## config.mk

```make
export PLATFORM = sky130hd
export DESIGN_NAME = fetch_packet_gen
export DESIGN_NICKNAME = d
export VERILOG_FILES = /design/src/rtl/fetch_packet_gen.sv
export SDC_FILE = /design/constraint.sdc
export NUM_CORES = 1
export LEC_CHECK = 0
export BUFFER_PORTS_ARGS = -buffer_cell sky130_fd_sc_hd__buf_2
export CELL_PAD_IN_SITES_DETAIL_PLACEMENT = 1
export CELL_PAD_IN_SITES_GLOBAL_PLACEMENT = 1
export CORE_ASPECT_RATIO = 1.1
export CORE_UTILIZATION = 35
export CTS_CLUSTER_DIAMETER = 120
export CTS_CLUSTER_SIZE = 10
export DETAILED_ROUTE_END_ITERATION = 7
export GPL_TIMING_DRIVEN = 0
export PLACE_DENSITY_LB_ADDON = 0.12
export RECOVER_POWER = 100
export SYNTH_ARGS = -nofsm -noshare
export SYNTH_HDL_FRONTEND = slang
export SYNTH_SLANG_ARGS = --single-unit
```

## constraint.sdc

```tcl
create_clock -name clock -period 12.2 [get_ports clock]
set_input_delay 2.44 -clock clock [delete_from_list [all_inputs] [get_ports clock]]
set_output_delay 2.44 -clock clock [all_outputs]
set_load 0.05 [all_outputs]
```

## src/rtl/fetch_packet_gen.sv

```systemverilog
// Fetch front-end: owns the fetch PC, issues one aligned 8-byte I-cache request at a time
// and merges each response with the branch-predictor lookup into a two-slot fetch packet.
module fetch_packet_gen #(
  parameter logic [63:0] RESET_PC    = 64'h0000_0000_8000_0000,
  parameter int          FETCH_BYTES = 8
) (
  input  logic        clock,
  input  logic        reset,
  input  logic        io_redirect_valid,
  input  logic [63:0] io_redirect_target,
  output logic        io_icache_req_valid,
  input  logic        io_icache_req_ready,
  output logic [63:0] io_icache_req_addr,
  input  logic        io_icache_resp_valid,
  input  logic [63:0] io_icache_resp_data,
  input  logic        io_bp_valid,
  input  logic        io_bp_taken,
  input  logic        io_bp_select,
  input  logic [63:0] io_bp_target,
  input  logic        io_fq_full,
  output logic        io_out_valid,
  output logic        io_out_bits_valids_0,
  output logic        io_out_bits_valids_1,
  output logic [63:0] io_out_bits_pc,
  output logic [31:0] io_out_bits_insts_0,
  output logic [31:0] io_out_bits_insts_1,
  output logic        io_out_bits_branch_predict_pack_valid,
  output logic        io_out_bits_branch_predict_pack_taken,
  output logic [63:0] io_out_bits_branch_predict_pack_target
);

  typedef enum logic [1:0] {S_REQ, S_WAIT, S_HOLD, S_DRAIN} state_t;

  state_t      state;
  logic [63:0] pc_q;
  logic [63:0] pc_al;
  logic [63:0] next_pc;
  logic        slot0_v;
  logic        slot1_v;
  logic        sel_v;

  assign pc_al               = {pc_q[63:3], 3'b000};
  assign io_icache_req_addr  = pc_al;
  assign io_icache_req_valid = (state == S_REQ) & ~io_redirect_valid;
  assign io_out_valid        = (state == S_HOLD) & ~io_fq_full & ~io_redirect_valid;

  // An entry PC in the upper half kills slot 0; a taken branch in slot 0 kills slot 1.
  assign slot0_v = ~pc_q[2];
  assign slot1_v = ~(io_bp_valid & io_bp_taken & ~io_bp_select & slot0_v);
  assign sel_v   = io_bp_select ? slot1_v : slot0_v;

  assign next_pc = (io_out_bits_branch_predict_pack_valid & io_out_bits_branch_predict_pack_taken)
                 ? io_out_bits_branch_predict_pack_target
                 : io_out_bits_pc + 64'(FETCH_BYTES);

  always_ff @(posedge clock or posedge reset) begin
    if (reset) begin
      state                                  <= S_REQ;
      pc_q                                   <= RESET_PC;
      io_out_bits_valids_0                   <= 1'b0;
      io_out_bits_valids_1                   <= 1'b0;
      io_out_bits_pc                         <= '0;
      io_out_bits_insts_0                    <= '0;
      io_out_bits_insts_1                    <= '0;
      io_out_bits_branch_predict_pack_valid  <= 1'b0;
      io_out_bits_branch_predict_pack_taken  <= 1'b0;
      io_out_bits_branch_predict_pack_target <= '0;
    end else if (io_redirect_valid) begin
      pc_q <= io_redirect_target;
      // A request still in flight must have its response swallowed before refetching.
      if ((state == S_WAIT || state == S_DRAIN) && !io_icache_resp_valid)
        state <= S_DRAIN;
      else
        state <= S_REQ;
    end else begin
      case (state)
        S_REQ:   if (io_icache_req_ready) state <= S_WAIT;
        S_WAIT: begin
          if (io_icache_resp_valid) begin
            state                                  <= S_HOLD;
            io_out_bits_pc                         <= pc_al;
            io_out_bits_valids_0                   <= slot0_v;
            io_out_bits_valids_1                   <= slot1_v;
            io_out_bits_insts_0                    <= io_icache_resp_data[31:0];
            io_out_bits_insts_1                    <= io_icache_resp_data[63:32];
            io_out_bits_branch_predict_pack_valid  <= sel_v & io_bp_valid;
            io_out_bits_branch_predict_pack_taken  <= sel_v & io_bp_taken;
            io_out_bits_branch_predict_pack_target <= sel_v ? io_bp_target : 64'd0;
          end
        end
        S_HOLD: begin
          if (!io_fq_full) begin
            state <= S_REQ;
            pc_q  <= next_pc;
          end
        end
        S_DRAIN: if (io_icache_resp_valid) state <= S_REQ;
        default: state <= S_REQ;
      endcase
    end
  end

endmodule

```

==> results of run 1 <==
## per-layer routing
metal / track usage, % / routed length [um] / vias up
met5: 0 / 35 / -
met3: 6.61 / 3670 / 58
met4: 8.26 / 1030 / 6
met2: 46.0 / 22900 / 432
li1: - / - / 5336
met1: 33.6 / 19200 / 5712
## flip-flops by register name, summed over array words and instances (netlist names)
register	cells
state	2
io_out_bits_branch_predict_pack_taken	1
io_out_bits_branch_predict_pack_valid	1
io_out_bits_insts_0	32
io_out_bits_valids_0	1
io_out_bits_valids_1	1
pc_q	62
io_out_bits_insts_1	32
io_out_bits_pc	61
io_out_bits_branch_predict_pack_target	64
## worst min path at each step
stage | start | to | slack, ns | cells past startpoint
global route | io_out_bits_insts_1[5]$_DFFE_PP0P_ | io_out_bits_insts_1[5]$_DFFE_PP0P_ | 0.49 | 2
finish | io_out_bits_insts_1[5]$_DFFE_PP0P_ | io_out_bits_insts_1[5]$_DFFE_PP0P_ | 0.47 | 2
global placement | io_out_bits_branch_predict_pack_target[0]$_DFFE_PP0P_ | io_out_bits_branch_predict_pack_target[0]$_DFFE_PP0P_ | 0.45 | 2
floorplan | pc_q[12]$_DFFE_PP0P_ | io_out_bits_pc[12]$_DFFE_PP0P_ | 0.46 | 2
CTS | io_out_bits_insts_1[5]$_DFFE_PP0P_ | io_out_bits_insts_1[5]$_DFFE_PP0P_ | 0.48 | 2
detailed placement | io_out_bits_insts_0[21]$_DFFE_PP0P_ | io_out_bits_insts_0[21]$_DFFE_PP0P_ | 0.46 | 2
## cell usage after synthesis, types with 6 or more instances
cell type  count  area [sq um]
a222oi_1      54           541
a22oi_1        6          45.0
and3_1         8          50.1
buf_4         67           503
clkbuf_1      76           285
dfrtp_1      256          6410
inv_1         12          45.0
nand2_1      521          1960
nand3_1       91           455
nand4_1       14          87.6
nor2_1        28           105
nor3_1        11          55.1
nor4_1         6          37.5
o21ai_0       67           335
o21ai_1        9          45.0
xnor2_1       37           324
xor2_1        22           193
## power breakdown
group	internal (uW)	total, uW	leakage (uW)	switching [uW]
Sequential	1140	1440	0.00323	300
Combinational	335	1800	0.00374	1460
Clock	431	790	0.000380	358
## worst max-delay path, cell delays in order
cell and delay (ns):
clkbuf_1 0.16, clkbuf_1 0.39, nor3_1 0.37, clkbuf_1 0.58
## final cells by class
type	count	area [sq um]	share of cell area (%)
inverters	12	46.3	0.305
plain buffers	147	811	5.34
multi-input cells	913	4560	30.0
clock buffers	41	771	5.08
clock inverters	2	13.8	0.0907
flip-flops and latches	257	6430	42.4
repair buffers	455	2000	13.2
diodes	4	10.0	0.0659
well taps	432	541	3.56
## through the flow
stage / hold WS (ns) / cell area, sq um / TNS, ns / std cells
floorplan: 0.461 / 11800 / 0 / 1329
global placement: 0.446 / 14700 / -197.44 / 2214
detailed placement: 0.461 / 14700 / 0 / 2216
CTS: 0.476 / 15500 / 0 / 2259
global route: 0.494 / 15200 / 0 / 2263
finish: 0.475 / 15200 / 0 / 2263
## logic make-up after synthesis
family / after synthesis
compound gates: 143
xor+xnor: 59
fa+ha+maj: 1
buf+inv: 159
flops: 257
mux: 1
other cells: 1
simple gates: 703
==> results_dict.tcl, run 1 <==
set metrics [dict create \
    syn-cell-area_sq_um 11800 \
    drc 0 \
    synth.ff_latch_count 257 \
    wire_per_inst_um 20.7 \
    layout_commonest_cell "nand2_1" \
    postRouteAntennaNets 0 \
    core_area_sq_um 33300 \
    io-pin-count 463 \
    totalPowerFinal_uw 4020 \
    cts_resized 0 \
    final_hold_viol_count 0 \
    max-slew-margin-rel_pct -101 \
    power_leakage_uw 0.00734 \
    synth-edff-count 0 \
    dieArea_sq_um 34500 \
    status "finished, violations left" \
    grt_util_all_layers_pct 27.1 \
    grt_pass1_vias 12300 \
    mostFrequentLayoutCells "nand2_1, clkbuf_1, dfrtp_1, buf_2, nand3_1" \
    io_buffers 453 \
    crit_type "in2out" \
    crit_arrival_ns 3.94 \
    fin_ws_ns 5.82 \
    rows 70 \
    synthArstFlopShare_pct 100 \
    dp_slack_ns 5.96 \
    die_y_um 195 \
    cp-startpoint "io_redirect_valid" \
    totalWireLength_um 46900 \
    cts_tree "done" \
    regToRegEndpoint "io_out_bits_insts_1[16]$_DFFE_PP0P_" \
    setup_viol_count_final 0 \
    path_clk_slew_ns 0.06 \
    grt_max_degree 109 \
    worst_pin_slew_ns 3.00 \
    htree_levels 1 \
    clock.fmax_mhz 157 \
    rsz0062_at_grt "false" \
    cts_root_buffer "clkbuf_16" \
    ys_types 44 \
    synth_simple_gate_area_share_pct 25.2 \
    syn_inst 1324 \
    vias 11500 \
    synthAdderAreaFrac_pct 0.106 \
    antenna_found_initial 8 \
    setup.worst_path.end "io_icache_req_valid" \
    clk_path_buf_depth 3 \
    synthFlopType "dfrtp_1" \
    grt_overflow 0 \
    ys_seq_area_share_pct 54.4 \
    synth_top_family_by_area "simple AND/OR/NAND/NOR gates" \
    maxCapViolCount 1 \
    clkLatencyLatePin_ns 0.57 \
    slew_violations 64 \
    peakVddDrop_mv 0.141 \
    cp.required_ns 9.76 \
    firstDrtPassIters 6 \
    ys_warn_count 0 \
    cts_hold_buffers 0 \
    synth_mux_area_share_pct 0.0846 \
    period_minus_slack_ns 6.38 \
    r2r_slack_ns 9.07 \
    endpoint_kind "output port" \
    final_core_util_pct 45.6 \
    die_x_um 177 \
    post_cts_buffers 0 \
    place.gp.congestion 0.847 \
    clkSinkCount 257 \
    hold_path_class "reg2reg" \
    drive_gt1_share_pct 17.0 \
    areaGrowthSynthToFinish_pct 28.4 \
    reg2reg_depth 7 \
    rr_startpoint "state[1]$_DFFE_PP0P_" \
    violations "max-capacitance violations, max-slew violations" \
    dp_hpwl_um 35200 \
    synth_xor_area_share_pct 4.37 \
    via_per_inst 5.10 \
    critPathMaxFanout 10 \
    drtIter0Drc 851 \
    fin_skew_ns 0.00987 \
    synth-compound-area-share_pct 8.60 \
    start_kind "input port" \
    grt_pass1_wl_um 71800 \
    power_density_nw_per_um2 265 \
    syn_area_per_cell_sq_um 8.93 \
    finalCritPeriodShare_pct 52.3 \
    cts_made_buffers 29 \
    fillerInstances 4197 \
    fin_nets 2017 \
    start_util_pct 35.5 \
]
Power figures use the tool's default switching activity.
==> run 2, diff against run 1 <==
==> constraint.sdc (replaced) <==
create_clock -name clock -period 6 [get_ports clock]
set_input_delay 1.2 -clock clock [delete_from_list [all_inputs] [get_ports clock]]
set_output_delay 1.2 -clock clock [all_outputs]
set_load 0.05 [all_outputs]
==> results_dict.tcl, run 2 (synthesized netlist as in run 1, its figures left out) <==
set metrics [dict create \
    regMostFlops "io_out_bits_branch_predict_pack_target" \
    swShare_pct 52.6 \
    postRouteAntennaNets 0 \
    power.switching_uw 4280 \
    io-pin-count 463 \
    crit_slowest_cell "clkbuf_1" \
    wl_met1_um 19100 \
    clk_path_buf_depth 3 \
    vias 11500 \
    seq_power_share_pct 35.9 \
    dp_hpwl_um 35700 \
    die_y_um 195 \
    power_density_nw_per_um2 535 \
    dr_wl_met2_um 23200 \
    drive_gt1_share_pct 17.0 \
    layout_commonest_cell "nand2_1" \
    hold_path_class "reg2reg" \
    combPwrFrac_pct 44.8 \
    start_kind "input port" \
    clkLatencyLatePin_ns 0.55 \
    post_cts_buffers 0 \
    path_clk_slew_ns 0.06 \
    firstDrtPassIters 8 \
    multi_input_area_sq_um 4560 \
    final_hold_viol_count 0 \
    mostFrequentLayoutCells "nand2_1, clkbuf_1, dfrtp_1, buf_2, nand3_1" \
    slew_violations 93 \
    crit_type "in2async" \
    drtIter0Drc 804 \
    grt_pass1_vias 12000 \
    totalWireLength_um 46700 \
    start_util_pct 35.5 \
    cts_hold_buffers 0 \
    cp.required_ns 6.31 \
    via_per_inst 5.05 \
    fillerInstances 4186 \
    critPathMaxFanout 29 \
    seq_area_sq_um 6430 \
    core_area_sq_um 33300 \
    wire_per_inst_um 20.6 \
    crit_path_cell_trace "buf_2 > clkinvlp_2 > clkbuf_1 > clkbuf_1" \
    top_layer "met5" \
    rsz0062_at_grt "false" \
    reg_top3 "io_out_bits_branch_predict_pack_target (64), pc_q (62), io_out_bits_pc (61)" \
    period_minus_slack_ns 4.22 \
    dp.cells 2221 \
    peakVddDrop_mv 0.310 \
    setup_viol_count_final 0 \
    status "finished, violations left" \
    cts_root_buffer "clkbuf_16" \
    cts_resized 0 \
    grt_max_degree 40 \
    htree_levels 1 \
    fin_skew_ns 0.0188 \
    place.gp.congestion 0.843 \
    cts_made_buffers 29 \
    endpoint_kind "async pin" \
    grt_overflow 0 \
    largest_reg_flops 64 \
    p_clk_share_pct 19.3 \
    antenna_found_initial 11 \
    grt_util_all_layers_pct 26.8 \
    dieArea_sq_um 34500 \
    final_cells 2270 \
    die_x_um 177 \
    slowest_delay_ns 1.37 \
    cts_tree "done" \
    worst_pin_slew_ns 2.22 \
    setup_tns_ns 0 \
    grt_pass1_wl_um 71200 \
    fin_nets 2022 \
    clock.fmax_mhz 237 \
    cp_common_cell "clkbuf_1" \
    drc 1 \
    areaGrowthSynthToFinish_pct 28.7 \
    power_leakage_uw 0.00735 \
    rows 70 \
    intPower_uw 3860 \
    wl_met3_um 3480 \
    crit_arrival_ns 4.53 \
    maxCapViolCount 3 \
    clkSinkCount 257 \
    violations "design-rule violations, max-capacitance violations, max-slew violations" \
    finalCritPeriodShare_pct 70.3 \
    io_buffers 453 \
    max-slew-margin-rel_pct -47.7 \
]
## run 2: cell count changes in the layout (fill, tap and decap cells not counted), sizes merged
cell	before	now
inv	12	11
buf	269	271
diode	4	8
clkbuf	374	376
## run 2: path summary, 6_finish.rpt
path	startpoint	to	slack, ns	cells after the start
setup / recovery	reset	pc_q[60]$_DFFE_PP0P_	1.78	4
hold / removal	io_out_bits_insts_0[3]$_DFFE_PP0P_	io_out_bits_insts_0[3]$_DFFE_PP0P_	0.48	2
setup reg to reg	state[1]$_DFFE_PP0P_	io_out_bits_pc[11]$_DFFE_PP0P_	3.00	7
hold reg to reg	io_out_bits_insts_0[3]$_DFFE_PP0P_	io_out_bits_insts_0[3]$_DFFE_PP0P_	0.48	2
max in group clock	io_redirect_valid	io_icache_req_valid	2.10	4
min in group asynchronous	reset	io_out_bits_insts_1[24]$_DFFE_PP0P_	0.81	2
## run 2: critical path: cells and delay by family
| family | cells | cell delay [ns] |
|---|---|---|
| buf+inv | 4 | 3.29 |
## run 2: power by group through the flow
stage                     sequential, uW  clock [uW]  combinational (uW)
after floorplan                     4650           0                 963
after CTS                           2910        1610                3850
after global routing                3010        1660                3870
after global placement              2900           0                3780
final                               2930        1570                3650
after detailed placement            2930           0                3840
## run 2: area by class of cell
| type | instances | share of cell area (%) |
|---|---|---|
| Timing Repair Buffer | 460 | 13.4 |
| Clock buffer | 40 | 5.04 |
| Sequential cell | 257 | 42.3 |
| Antenna cell | 8 | 0.132 |
| Multi-Input combinational cell | 913 | 29.9 |
| Buffer | 147 | 5.33 |
| Inverter | 12 | 0.304 |
| Clock inverter | 1 | 0.0329 |
| Tap cell | 432 | 3.55 |
## run 2: layer usage
metal  track usage [%]  vias to the layer above
li1                  -                     5349
met1              33.4                     5645
met2              46.2                      406
met3              6.22                       60
met4              6.90                        6
met5                 0                        -
## run 2: metrics by stage
step	hold slack, ns	cell area [sq um]	utilization [%]	power, uW	setup slack, ns
final	0.476	15200	45.7	8140	1.78
after detailed placement	0.461	14800	44.5	6770	1.89
after global routing	0.496	15200	45.7	8540	1.13
after CTS	0.477	15600	46.8	8370	2.26
after global placement	0.449	14700	44.0	6690	-0.471
after floorplan	0.461	11800	-	5610	1.42
